[config.mk]
export PLATFORM = sky130hd
export DESIGN_NAME = debug_unit
export DESIGN_NICKNAME = d
export VERILOG_FILES = /design/src/rtl/debug_pkg.sv /design/src/rtl/dbg_snapshot_mux.sv /design/src/rtl/debug_unit.sv
export SDC_FILE = /design/constraint.sdc
export NUM_CORES = 1
export LEC_CHECK = 0
export CAP_MARGIN = 5
export CORE_AREA = 3 3 145 147
export CTS_CLUSTER_DIAMETER = 30
export DETAILED_ROUTE_END_ITERATION = 10
export DIE_AREA = 0 0 148 150
export GPL_ROUTABILITY_DRIVEN = 0
export PLACE_DENSITY = 0.77
export SLEW_MARGIN = 20
export SYNTH_ARGS = -nofsm -noshare
export SYNTH_HDL_FRONTEND = slang
export SYNTH_SLANG_ARGS = --single-unit
[constraint.sdc]
create_clock -name clk -period 5.85 [get_ports clk]
set_input_delay 1.17 -clock clk [delete_from_list [all_inputs] [get_ports clk]]
set_output_delay 1.17 -clock clk [all_outputs]
set_load 0.005 [all_outputs]
[src/rtl/debug_pkg.sv]
`default_nettype none
// +----------------------------------------------------------------------+
// | Module  : debug_pkg                                                  |
// | Purpose : Shared constants for the pipeline debug unit: command      |
// |           bytes, FSM state codes and dump-stream geometry.           |
// | Options : DBG_CYCLE_COUNT_EN adds a cycle-count word to the dump.    |
// | Rev     : 1.0  initial release                                       |
// +----------------------------------------------------------------------+
package debug_pkg;

  // Command bytes received from the UART
  localparam logic [7:0] CMD_RUN   = 8'h43;  // 'C'
  localparam logic [7:0] CMD_STEP  = 8'h53;  // 'S'
  localparam logic [7:0] CMD_RESET = 8'h52;  // 'R'
  localparam logic [7:0] CMD_DUMP  = 8'h44;  // 'D'

  // FSM state codes
  localparam logic [2:0] ST_IDLE    = 3'd0;
  localparam logic [2:0] ST_RUN     = 3'd1;
  localparam logic [2:0] ST_STEP    = 3'd2;
  localparam logic [2:0] ST_LATCH   = 3'd3;
  localparam logic [2:0] ST_SEND    = 3'd4;
  localparam logic [2:0] ST_WAIT_TX = 3'd5;

  // Every word in the dump stream is 32 bits, sent LSB byte first
  localparam int WORD_BITS  = 32;
  localparam int WORD_BYTES = WORD_BITS / 8;
  localparam int IDX_BITS   = 5;

  // Stream geometry for both builds
  localparam int         WORDS_BASE = 5;   // pc, instr, rs, rt, w
  localparam int         WORDS_CNT  = 6;   // plus cycle counter
  localparam logic [4:0] LAST_BASE  = 5'd19;
  localparam logic [4:0] LAST_CNT   = 5'd23;

`ifdef DBG_CYCLE_COUNT_EN
  localparam int         NUM_WORDS = WORDS_CNT;
  localparam logic [4:0] LAST_IDX  = LAST_CNT;
`else
  localparam int         NUM_WORDS = WORDS_BASE;
  localparam logic [4:0] LAST_IDX  = LAST_BASE;
`endif

  localparam int STREAM_BYTES = NUM_WORDS * WORD_BYTES;

endpackage
`default_nettype wire

[src/rtl/dbg_snapshot_mux.sv]
`default_nettype none
// +----------------------------------------------------------------------+
// | Module  : dbg_snapshot_mux                                           |
// | Purpose : Snapshot registers for the observed pipeline words and the |
// |           byte selector feeding the UART transmit path.              |
// | Options : DBG_CYCLE_COUNT_EN adds the cycle-count word input.        |
// | Rev     : 1.0  initial release                                       |
// +----------------------------------------------------------------------+
module dbg_snapshot_mux
  import debug_pkg::*;
(
  input  logic                 clk,
  input  logic                 rst,
  input  logic                 i_capture,
  input  logic [WORD_BITS-1:0] i_pc_addr,
  input  logic [WORD_BITS-1:0] i_instr,
  input  logic [WORD_BITS-1:0] i_rs,
  input  logic [WORD_BITS-1:0] i_rt,
  input  logic [WORD_BITS-1:0] i_w,
`ifdef DBG_CYCLE_COUNT_EN
  input  logic [WORD_BITS-1:0] i_cycles,
`endif
  input  logic [IDX_BITS-1:0]  i_byte_idx,
  output logic [7:0]           o_byte
);

  logic [NUM_WORDS*WORD_BITS-1:0] r_snap;
  logic [NUM_WORDS*WORD_BITS-1:0] w_next;

  // Word 0 sits in the low bits so stream byte k is simply bits [8k +: 8]
`ifdef DBG_CYCLE_COUNT_EN
  assign w_next = {i_cycles, i_w, i_rt, i_rs, i_instr, i_pc_addr};
`else
  assign w_next = {i_w, i_rt, i_rs, i_instr, i_pc_addr};
`endif

  // Freeze the observed words when the FSM passes through LATCH
  always_ff @(posedge clk or posedge rst) begin
    if (rst) begin
      r_snap <= '0;
    end else if (i_capture) begin
      r_snap <= w_next;
    end
  end

  // Byte select; indices past the stream end read as zero
  always_comb begin
    o_byte = 8'h00;
    for (int k = 0; k < STREAM_BYTES; k++) begin
      if (i_byte_idx == IDX_BITS'(k)) begin
        o_byte = r_snap[k*8 +: 8];
      end
    end
  end

endmodule
`default_nettype wire

[src/rtl/debug_unit.sv]
`default_nettype none
// +----------------------------------------------------------------------+
// | Module  : debug_unit                                                 |
// | Purpose : UART-driven run/step/reset control of the MIPS pipeline,   |
// |           HALT detection and byte-serial dump of the debug words.    |
// | Options : DBG_CYCLE_COUNT_EN counts enabled cycles and appends the   |
// |           count as a sixth dump word (24 bytes instead of 20).       |
// | Rev     : 1.0  initial release                                       |
// +----------------------------------------------------------------------+
module debug_unit
  import debug_pkg::*;
#(
  parameter int                    DATA_WIDTH = 32,
  parameter int                    ADDR_BITS  = 32,
  parameter logic [DATA_WIDTH-1:0] HALT_INSTR = 32'hFFFF_FFFF
) (
  input  logic                  clk,
  input  logic                  reset,
  input  logic [7:0]            rx_data,
  input  logic                  rx_valid,
  output logic [7:0]            tx_data,
  output logic                  tx_start,
  input  logic                  tx_done,
  output logic                  pc_enable,
  output logic                  pc_reset,
  input  logic [ADDR_BITS-1:0]  pc_addr_in,
  input  logic [DATA_WIDTH-1:0] pc_instr_in,
  input  logic [DATA_WIDTH-1:0] reg_rs_in,
  input  logic [DATA_WIDTH-1:0] reg_rt_in,
  input  logic [DATA_WIDTH-1:0] reg_w_in,
  output logic                  halted
);

  logic [2:0]          r_state;
  logic [IDX_BITS-1:0] r_byte_idx;
  logic                r_pc_enable;
  logic                r_pc_reset;
  logic                r_tx_start;
  logic [7:0]          r_tx_data;
  logic                r_halted;
  logic [7:0]          w_byte;
  logic                w_is_halt;

  assign w_is_halt = (pc_instr_in == HALT_INSTR);

`ifdef DBG_CYCLE_COUNT_EN
  logic                 w_cmd_reset;
  logic [WORD_BITS-1:0] r_cycles;

  // An accepted 'R' is only possible from IDLE or RUN
  assign w_cmd_reset = rx_valid && (rx_data == CMD_RESET) &&
                       ((r_state == ST_IDLE) || (r_state == ST_RUN));

  // Count cycles in which the pipeline advanced; wraps naturally at 2^32
  always_ff @(posedge clk or posedge reset) begin
    if (reset) begin
      r_cycles <= '0;
    end else if (w_cmd_reset) begin
      r_cycles <= '0;
    end else if (r_pc_enable) begin
      r_cycles <= r_cycles + WORD_BITS'(1);
    end
  end
`endif

  dbg_snapshot_mux u_snap (
    .clk        (clk),
    .rst        (reset),
    .i_capture  (r_state == ST_LATCH),
    .i_pc_addr  (WORD_BITS'(pc_addr_in)),
    .i_instr    (WORD_BITS'(pc_instr_in)),
    .i_rs       (WORD_BITS'(reg_rs_in)),
    .i_rt       (WORD_BITS'(reg_rt_in)),
    .i_w        (WORD_BITS'(reg_w_in)),
`ifdef DBG_CYCLE_COUNT_EN
    .i_cycles   (r_cycles),
`endif
    .i_byte_idx (r_byte_idx),
    .o_byte     (w_byte)
  );

  // Control FSM; pc_reset and tx_start are single-cycle pulses by default
  always_ff @(posedge clk or posedge reset) begin
    if (reset) begin
      r_state     <= ST_IDLE;
      r_byte_idx  <= '0;
      r_pc_enable <= 1'b0;
      r_pc_reset  <= 1'b0;
      r_tx_start  <= 1'b0;
      r_tx_data   <= 8'h00;
      r_halted    <= 1'b0;
    end else begin
      r_pc_reset <= 1'b0;
      r_tx_start <= 1'b0;
      case (r_state)
        ST_IDLE: begin
          if (rx_valid) begin
            if ((rx_data == CMD_RUN) && !r_halted) begin
              r_state     <= ST_RUN;
              r_pc_enable <= 1'b1;
            end else if ((rx_data == CMD_STEP) && !r_halted) begin
              r_state     <= ST_STEP;
              r_pc_enable <= 1'b1;
            end else if (rx_data == CMD_DUMP) begin
              r_state <= ST_LATCH;
            end else if (rx_data == CMD_RESET) begin
              r_pc_reset <= 1'b1;
              r_halted   <= 1'b0;
            end
          end
        end
        ST_RUN: begin
          // 'R' has priority over a coincident HALT
          if (rx_valid && (rx_data == CMD_RESET)) begin
            r_pc_enable <= 1'b0;
            r_pc_reset  <= 1'b1;
            r_halted    <= 1'b0;
            r_state     <= ST_IDLE;
          end else if (w_is_halt) begin
            r_pc_enable <= 1'b0;
            r_halted    <= 1'b1;
            r_state     <= ST_LATCH;
          end
        end
        ST_STEP: begin
          r_pc_enable <= 1'b0;
          if (w_is_halt) begin
            r_halted <= 1'b1;
          end
          r_state <= ST_LATCH;
        end
        ST_LATCH: begin
          r_byte_idx <= '0;
          r_state    <= ST_SEND;
        end
        ST_SEND: begin
          r_tx_data  <= w_byte;
          r_tx_start <= 1'b1;
          r_state    <= ST_WAIT_TX;
        end
        ST_WAIT_TX: begin
          if (tx_done) begin
            if (r_byte_idx == LAST_IDX) begin
              r_state <= ST_IDLE;
            end else begin
              r_byte_idx <= r_byte_idx + IDX_BITS'(1);
              r_state    <= ST_SEND;
            end
          end
        end
        default: begin
          r_pc_enable <= 1'b0;
          r_state     <= ST_IDLE;
        end
      endcase
    end
  end

  assign pc_enable = r_pc_enable;
  assign pc_reset  = r_pc_reset;
  assign tx_start  = r_tx_start;
  assign tx_data   = r_tx_data;
  assign halted    = r_halted;

endmodule
`default_nettype wire

==> run summary, run 1 <==
RSZ-0062 raised after global routing - no
Final TNS setup - 0 ns
Root Driver - clkbuf_16
worst skew pair latency - 0.43 ns
initial antenna violation count - 0
FF-to-FF setup slack - 2.67 ns
fin cells - 1570
worst r2r dst - tx_data[7]
Synth warnings - 0
Placement Rows - 52
Crit. Startpoint - r_byte_idx[0]
Worst Path Max Fanout - 39
Post-synth EDFFs - 0
largest area contributor in the netlist - dfrtp_1
Worst Setup End Kind - flip-flop
Num CTS Buffers - 17
Buf/Inv on CP - 2
fin. max-slew vios - 0
Leakage - 0.00547 uW
DRC errors left - 0
die height - 150 um
CTS Hold Buffers Added - 0
Synth cell types - 78
min cycle time layout - 3.18 ns
DIE AREA - 0.0222 sq mm
FFs w/ async S/R, synth - 100%
Post-synth top cells - nand2_1, dfrtp_1, clkbuf_1, nor2_1, o21ai_0
postcts setup bufs - 0
data required time at the worst endpoint - 6.15 ns
Final WS setup - 2.67 ns
Slowest-stage cell, CP - ha_1
vias in the first global route - 8259
worst reg2reg path depth - 9
Crit Path Class - flip-flop to flip-flop
Core Area - 0.0200 sq mm
Placement Setup Slack - 2.19 ns
cell with the most instances after synthesis - nand2_1
share of layout cells above drive strength 1 - 4.38%
status - completed
Hold Fails Final Rpt - 0
post-synth top area share - 48.5%
clock slew at reported path FFs - 0.07 ns
Clock Tree Buf Depth - 2
Critical Path Stages - 9
Placed Instances - 1539
drt wl/cell - 18.0 um
CTS resizes - 0
drt via density - 5.59
total wire length - 28300 um
fin crit share - 54.4%
Final ANT Viol Nets - 0
pin count of the biggest net entering global routing - 181
nets - 1465
CP endpoint - tx_data[7]
CP delay by family, top - adder cells
maximum level of the CTS H-tree - 4
hold slack - 0.469 ns
Cells after Synth - 1153
# IOs - 184
skew final - 0.00861 ns
Seq/Total Area, Yosys - 48.5%
max incr delay on CP - 0.63 ns
CP Cell Sequence - ha_1 -> buf_4 -> inv_1 -> nor2_1 -> ha_1 -> nand2b_1 -> nor2_1 -> a2111oi_0 -> a21oi_1
Antenna diodes - 0
startpoint types - flip-flop
CTS tree - yes
WP data arrival - 3.49 ns
synth top area cells - dfrtp_1, nand2_1, o21ai_0
IO Port Bufs - 183
first-pass GRT wire length - 45100 um
gr usage total - 25.7%
Synth Net Count - 1330
Horiz. Die Dim - 148 um
FF-to-FF Start - r_byte_idx[0]
total clock sinks - 180
Least-Margin Pin Slew - 1.01 ns
global route total overflow - 0
drt pass-1 iters - 5
f_max - 314 MHz
VDD IR max - 0.000236 V
area grow syn2layout - 27.4%
Starting Density - 46.3%
PD cells - 449 mW/mm^2
max-cap violations - 0
synthesized flop and latch total - 180
Hold WC Path Type - flip-flop to flip-flop
Mapped Area - 0.00929 sq mm
Final Setup Violations - 0
FILL cells - 1821
via count - 8771
Avg Cell Area, Syn - 8.06 sq um
Slew headroom - 32.4%
post-DP HPWL - 20200 um
Synth Flop Type - dfrtp_1
drt initial violations - 1039
-- cell usage in the layout (no fill, tap or decap), types with 14 or more instances in the layout --
cell type	netlist	routed
nor2_1	46	46
nand2_1	527	526
a21oi_1	30	30
inv_1	15	14
clkdlybuf4s50_1	0	183
clkbuf_16	0	17
dfrtp_1	180	180
o21ai_0	35	35
nor2b_1	16	15
-- routing by layer --
metal | track usage (%) | wire (um) | vias to the layer above
li1 | - | - | 4145
met1 | 38.1 | 12400 | 4117
met2 | 38.6 | 12600 | 452
met3 | 4.51 | 2530 | 57
met4 | 7.94 | 688 | 0
met5 | 0 | 0 | -
-- worst min-delay path by stage --
stage                             from                  to  cells after the start
finish               u_snap.r_snap[14]   u_snap.r_snap[14]                      2
global route        u_snap.r_snap[110]  u_snap.r_snap[110]                      2
CTS                  u_snap.r_snap[14]   u_snap.r_snap[14]                      2
detailed placement   u_snap.r_snap[14]   u_snap.r_snap[14]                      2
global placement    u_snap.r_snap[125]  u_snap.r_snap[125]                      2
floorplan           u_snap.r_snap[152]  u_snap.r_snap[152]                      2
-- worst min-delay path, stage by stage, from the launching register on --
cell and delay, ns:
dfrtp_1 0.34, nand2_1 0.05, nand2_1 0.05
-- through the flow --
stage	utilization, %	total power (uW)	area (sq um)
after floorplan	-	3340	9290
after global placement	55.9	3980	11200
after detailed placement	55.9	4040	11200
after CTS	59.0	5300	11800
after global routing	59.0	5660	11800
final	59.0	5310	11800
-- logic make-up (layout without fill, tap and decap cells) --
family	count (synthesis)	in the layout	share of synthesized area [%]
AND/OR/NAND/NOR	688	688	32.0
AO/OA/AOI/OAI	185	185	14.0
flip-flops	180	180	48.5
buffers and inverters	92	239	4.50
adder cells (fa/ha/maj)	5	5	0.674
XOR/XNOR	2	2	0.189
multiplexers	1	1	0.108
-- power breakdown --
part,internal [uW],leakage [uW],total [uW],switching (uW)
Sequential,1840,0.00221,2320,477
Clock,739,0.000303,1230,488
Combinational,704,0.00295,1770,1060
Total,3280,0.00547,5310,2030
-- sequential cells by signal, summed over array words and instances, names as in the netlist --
| name | cells |
|---|---|
| u_snap.r_snap | 160 |
| tx_start | 1 |
| tx_data | 8 |
| r_state | 3 |
| pc_enable | 1 |
| r_byte_idx | 5 |
| pc_reset | 1 |
| halted | 1 |
-- final cells by class --
class                           count  area, sq um  share of cell area (%)
Clock buffer                       20          457                    3.86
Multi-Input combinational cell    881         4380                    37.0
Sequential cell                   180         4500                    38.1
Timing Repair Buffer              192         1910                    16.2
Clock inverter                     11          175                    1.48
Inverter                           16         63.8                   0.539
Tap cell                          270          338                    2.86
No activity file was read; power rests on OpenSTA's default activity.
==> run 2: changes to the inputs <==
--- a/config.mk
+++ b/config.mk
@@ -6,12 +6,12 @@
 export NUM_CORES = 1
 export LEC_CHECK = 0
 export CAP_MARGIN = 5
-export CORE_AREA = 3 3 145 147
+export CORE_AREA = 3 3 139 141
 export CTS_CLUSTER_DIAMETER = 30
 export DETAILED_ROUTE_END_ITERATION = 10
-export DIE_AREA = 0 0 148 150
+export DIE_AREA = 0 0 142 144
 export GPL_ROUTABILITY_DRIVEN = 0
-export PLACE_DENSITY = 0.77
+export PLACE_DENSITY = 0.79
 export SLEW_MARGIN = 20
 export SYNTH_ARGS = -nofsm -noshare
 export SYNTH_HDL_FRONTEND = slang
==> constraint.sdc (replaced) <==
create_clock -name clk -period 3.3 [get_ports clk]
set_input_delay 0.66 -clock clk [delete_from_list [all_inputs] [get_ports clk]]
set_output_delay 0.66 -clock clk [all_outputs]
set_load 0.005 [all_outputs]
==> run summary, run 2 (synthesis gave the netlist of run 1 again) <==
Horiz. Die Dim - 142 um (-4.1%)
pin count of the biggest net entering global routing - 106 (-41%)
DRC errors left - 0 (unchanged)
Leakage - 0.00551 uW (+0.80%)
commonest non-fill, non-tap cell in the layout - nand2_1
global route total overflow - 0 (unchanged)
Sw Ratio - 38.9% (+0.76 points)
Root Driver - clkbuf_16
worst r2r dst - tx_data[4]
fin. max-slew vios - 0 (unchanged)
CP delay by family, top - compound AO/OA/AOI/OAI gates
Num CTS Buffers - 17 (unchanged)
max incr delay on CP - 0.60 ns (-0.03 ns)
IO Port Bufs - 183 (unchanged)
Hold Crit Endpoint - u_snap.r_snap[40]
Hold Fails Final Rpt - 0 (unchanged)
Largest register FFs - 160 (unchanged)
drt pass-1 iters - 8 (+3)
Hold Crit Depth - 2 (unchanged)
worst skew pair latency - 0.44 ns (about the same)
combinational power share - 33.4% (+0.2 points)
Worst Setup End Kind - flip-flop
max-cap violations - 0 (unchanged)
Buf/Inv on CP - 2 (unchanged)
skew final - 0.0103 ns (+0.00168 ns)
RSZ-0062 raised after global routing - no
Least-Margin Pin Slew - 0.984 ns (-0.0289 ns)
Clock Tree Buf Depth - 2 (unchanged)
Final Setup Violations - 0 (unchanged)
area grow syn2layout - 27.8%
die height - 144 um (-4.0%)
Slew headroom - 34.4% (+1.9 points)
drt wl/cell - 18.8 um (+4.1%)
f_max - 362 MHz (+15%)
share of layout cells above drive strength 1 - 5.40% (+1.0 points)
Crit Path Class - flip-flop to flip-flop
nets - 1478 (+0.89%)
Slowest-stage cell, CP - ha_1
maximum level of the CTS H-tree - 4 (unchanged)
CP Cell Sequence - inv_1 -> ha_1 -> inv_1 -> nor3_2 -> a221oi_1 -> a221oi_1 -> a41o_1
Final TNS setup - 0 ns (unchanged)
most frequent cells in the layout - nand2_1, clkdlybuf4s50_1, dfrtp_1
Hold WC Path Type - flip-flop to flip-flop
gr usage total - 28.3% (+2.6 points)
DIE AREA - 0.0204 sq mm (-7.9%)
PD cells - 790 mW/mm^2 (+76%)
Core Area - 0.0181 sq mm (-9.7%)
Core Util, Final - 65.6% (+6.6 points)
area occupied by multi-input gates - 0.00438 sq mm (unchanged)
Largest Register - u_snap.r_snap
hold path startpoint - u_snap.r_snap[40]
Antenna diodes - 0 (unchanged)
fin crit share - 83.7% (+29 points)
drt initial violations - 1073 (+3.3%)
VDD IR max - 0.000417 V (+77%)
CTS tree - yes
startpoint types - flip-flop
vias in the first global route - 8500 (+2.9%)
clock power share - 21.7% (-1.4 points)
initial antenna violation count - 0 (unchanged)
postcts setup bufs - 0 (unchanged)
worst reg2reg path depth - 7 (-2)
data required time at the worst endpoint - 3.68 ns (-2.47 ns)
CTS Hold Buffers Added - 0 (unchanged)
total clock sinks - 180 (unchanged)
Seq pwr share - 44.9% (+1.3 points)
Placement Rows - 49 (-5.8%)
clock slew at reported path FFs - 0.07 ns (about the same)
Final ANT Viol Nets - 0 (unchanged)
Worst Path Max Fanout - 17 (-56%)
min cycle time layout - 2.76 ns (-0.424 ns)
total wire length - 28900 um (+2.4%)
WP data arrival - 3.14 ns (-0.35 ns)
FF-to-FF setup slack - 0.54 ns (-2.13 ns)
FF-to-FF Start - r_byte_idx[0]
status - completed
via count - 9105 (+3.8%)
CTS resizes - 0 (unchanged)
post-DP HPWL - 21000 um (+4.1%)
# IOs - 184 (unchanged)
register area - 0.00450 sq mm (unchanged)
first-pass GRT wire length - 45500 um (+0.86%)
Internal - 5730 uW (+74%)
Starting Density - 51.4% (+5.0 points)
drt via density - 5.90 (+5.6%)
switching power - 3650 uW (+80%)
FILL cells - 1487 (-18%)
## run 2: changes by cell type in the layout (fill, tap and decap cells not counted), sizes merged
| cell | change |
|---|---|
| buf | +13 |
| clkinvlp | +5 |
| bufinv | -2 |
| clkinv | -2 |
| clkbuf | +1 |
| inv | -1 |
## run 2: power by group through the flow
| stage | logic, uW | registers (uW) | clock network (uW) |
|---|---|---|---|
| after floorplan | 2210 | 3710 | 0 |
| after global placement | 2950 | 4150 | 0 |
| after detailed placement | 3090 | 4150 | 0 |
| after CTS | 3110 | 4150 | 2060 |
| after global routing | 3540 | 4280 | 2150 |
| final | 3130 | 4210 | 2040 |
## run 2: final cells by class
type / instances / area share, %
clock buffer: 21 / 3.96
clock inverter: 11 / 1.06
tap: 229 / 2.41
timing repair buffer: 205 / 17.1
inverter: 16 / 0.538
sequential: 180 / 38.0
multi-input combinational: 881 / 36.9
## run 2: worst max path at each step
stage | startpoint | endpoint | slack, ns | cells after the start
after detailed placement | pc_instr_in[31] | r_state[1] | 0.64 | 8
after global routing | r_byte_idx[2] | tx_data[7] | 0.47 | 7
after CTS | r_byte_idx[4] | tx_data[1] | 0.68 | 7
after floorplan | reset | halted | 0.33 | 1
after global placement | r_byte_idx[4] | tx_data[4] | 0.59 | 6
final | r_byte_idx[0] | tx_data[4] | 0.54 | 7
## run 2: layer usage
metal	GRT usage, %	part of all wire, %	vias up
li1	-	-	4162
met1	41.5	42	4305
met2	40.9	44	556
met3	7.34	11	82
met4	10.2	3.1	0
met5	0	0	-
## run 2: metrics by stage
step	total power (uW)	hold slack [ns]	instances	area (sq um)	setup WS [ns]
floorplan	5920	0.437	1153	9290	0.331
global placement	7110	0.457	1511	11300	0.594
detailed placement	7240	0.461	1511	11300	0.644
CTS	9320	0.478	1543	11900	0.684
global route	9970	0.500	1543	11900	0.473
finish	9370	0.475	1543	11900	0.539
## run 2: worst min-delay path, stage by stage, from the launching register on
cell	delay, ns
dfrtp_1	0.34
nand2_1	0.05
nand2_1	0.05
==> run 3: changes to the inputs <==
==> constraint.sdc (replaced) <==
create_clock -name clk -period 2.87 [get_ports clk]
set_input_delay 0.574 -clock clk [delete_from_list [all_inputs] [get_ports clk]]
set_output_delay 0.574 -clock clk [all_outputs]
set_load 0.005 [all_outputs]
==> run summary, run 3 (synthesis gave the netlist of run 1 again) <==
Least-Margin Pin Slew - 0.813 ns (-0.171 ns)
Slew headroom - 45.8% (+11 points)
Largest register FFs - 160 (unchanged)
startpoint types - flip-flop
CTS Hold Buffers Added - 0 (unchanged)
Core Area - 0.0181 sq mm (unchanged)
f_max - 383 MHz (+5.7%)
# IOs - 184 (unchanged)
Worst Path Max Fanout - 12 (-5)
final non-filler cell area - 0.0119 sq mm (+0.51%)
status - completed
die height - 144 um (unchanged)
commonest non-fill, non-tap cell in the layout - nand2_1
vias in the first global route - 8471 (-0.34%)
DRC errors left - 0 (unchanged)
Num CTS Buffers - 17 (unchanged)
Starting Density - 51.4% (unchanged)
Core Util, Final - 65.9% (+0.33 points)
PD cells - 902 mW/mm^2 (+14%)
IO Port Bufs - 183 (unchanged)
Leakage - 0.00556 uW (+0.86%)
drt pass-1 iters - 7 (-1)
CTS resizes - 0 (unchanged)
VDD IR max - 0.000539 V (+29%)
worst reg2reg path depth - 8 (+1)
Root Driver - clkbuf_16
Crit Path Class - flip-flop to flip-flop
share of layout cells above drive strength 1 - 5.90% (+0.50 points)
area grow syn2layout - 28.4%
hold slack - 0.446 ns (-0.0285 ns)
drt initial violations - 1139 (+6.2%)
Hold WC Path Type - input port to async pin
fin. max-slew vios - 0 (unchanged)
CTS tree - yes
FF-to-FF setup slack - 0.26 ns (-0.28 ns)
max-cap violations - 0 (unchanged)
Placement Rows - 49 (unchanged)
Placed Instances - 1519 (+0.53%)
Final Setup Violations - 0 (unchanged)
nets - 1486 (+0.54%)
worst skew pair latency - 0.43 ns (about the same)
Final ANT Viol Nets - 0 (unchanged)
via count - 8924 (-2.0%)
WP data arrival - 2.99 ns (-0.15 ns)
RSZ-0062 raised after global routing - no
Hold Fails Final Rpt - 0 (unchanged)
total design power - 10800 uW (+15%)
maximum level of the CTS H-tree - 4 (unchanged)
most frequent cells in the layout - nand2_1, clkdlybuf4s50_1, dfrtp_1
Clock Tree Buf Depth - 2 (unchanged)
first-pass GRT wire length - 44700 um (-1.6%)
data required time at the worst endpoint - 3.24 ns (-0.44 ns)
fin cells - 1551 (+0.52%)
global route total overflow - 0 (unchanged)
Crit. Startpoint - r_byte_idx[0]
FILL cells - 1496 (+0.61%)
initial antenna violation count - 0 (unchanged)
worst r2r dst - tx_data[4]
drt via density - 5.75 (-2.5%)
pin count of the biggest net entering global routing - 106 (unchanged)
postcts setup bufs - 0 (unchanged)
drt wl/cell - 18.5 um (-1.5%)
min cycle time layout - 2.61 ns (-0.150 ns)
FF-to-FF Start - r_byte_idx[0]
Horiz. Die Dim - 142 um (unchanged)
skew final - 0.0120 ns (+0.00169 ns)
post-DP HPWL - 20700 um (-1.6%)
Largest Register - u_snap.r_snap
Cell Area, Placed - 0.0114 sq mm (+0.75%)
Worst Setup End Kind - flip-flop
Antenna diodes - 0 (unchanged)
total clock sinks - 180 (unchanged)
gr usage total - 27.9% (-0.47 points)
clock slew at reported path FFs - 0.07 ns (about the same)
DIE AREA - 0.0204 sq mm (unchanged)
total wire length - 28700 um (-1.0%)
fin crit share - 91.0% (+7.3 points)
run 3: stage by stage:
stage,setup slack [ns],setup TNS (ns)
3_5_place_dp,0.247,0
3_3_place_gp,0.370,0
2_1_floorplan,-0.0126,-2.27
5_1_grt,0.119,0
6_report,0.259,0
4_1_cts,0.358,0
run 3: area by class of cell:
cell class | instances | area, sq um | share of cell area (%)
repair buffers | 213 | 2120 | 17.8
inverters | 16 | 63.8 | 0.535
flip-flops and latches | 180 | 4500 | 37.8
multi-input cells | 881 | 4380 | 36.7
clock buffers | 22 | 474 | 3.98
well taps | 229 | 287 | 2.40
clock inverters | 10 | 97.6 | 0.818
run 3: how the worst max path moves through the flow:
stage | depth (start not counted) | slack, ns | end
2_1_floorplan | 1 | -0.01 | halted
3_3_place_gp | 7 | 0.37 | r_state[1]
3_5_place_dp | 8 | 0.25 | r_state[1]
4_1_cts | 9 | 0.36 | tx_data[4]
5_1_grt | 8 | 0.12 | tx_data[4]
6_report | 8 | 0.26 | tx_data[4]
run 3: layer usage:
metal,share of wire (%),GRT usage [%],wire (um)
met5,0,0,0
met4,2.7,9.29,777
met3,9.9,5.52,2850
met2,45,42.1,12800
met1,43,40.6,12200
run 3: power by group:
part	total (uW)	internal, uW	leakage [uW]	switching, uW
sequential	4800	3750	0.00221	1050
clock	2270	1270	0.000273	996
combinational	3700	1520	0.00308	2170
run 3: critical path, stage by stage (launching register included):
cell and delay (ns):
dfrtp_1 0.44, inv_1 0.11, ha_1 0.39, buf_4 0.28
inv_1 0.23, nor3_2 0.45, a221oi_1 0.16, a221oi_1 0.35
a41o_1 0.13
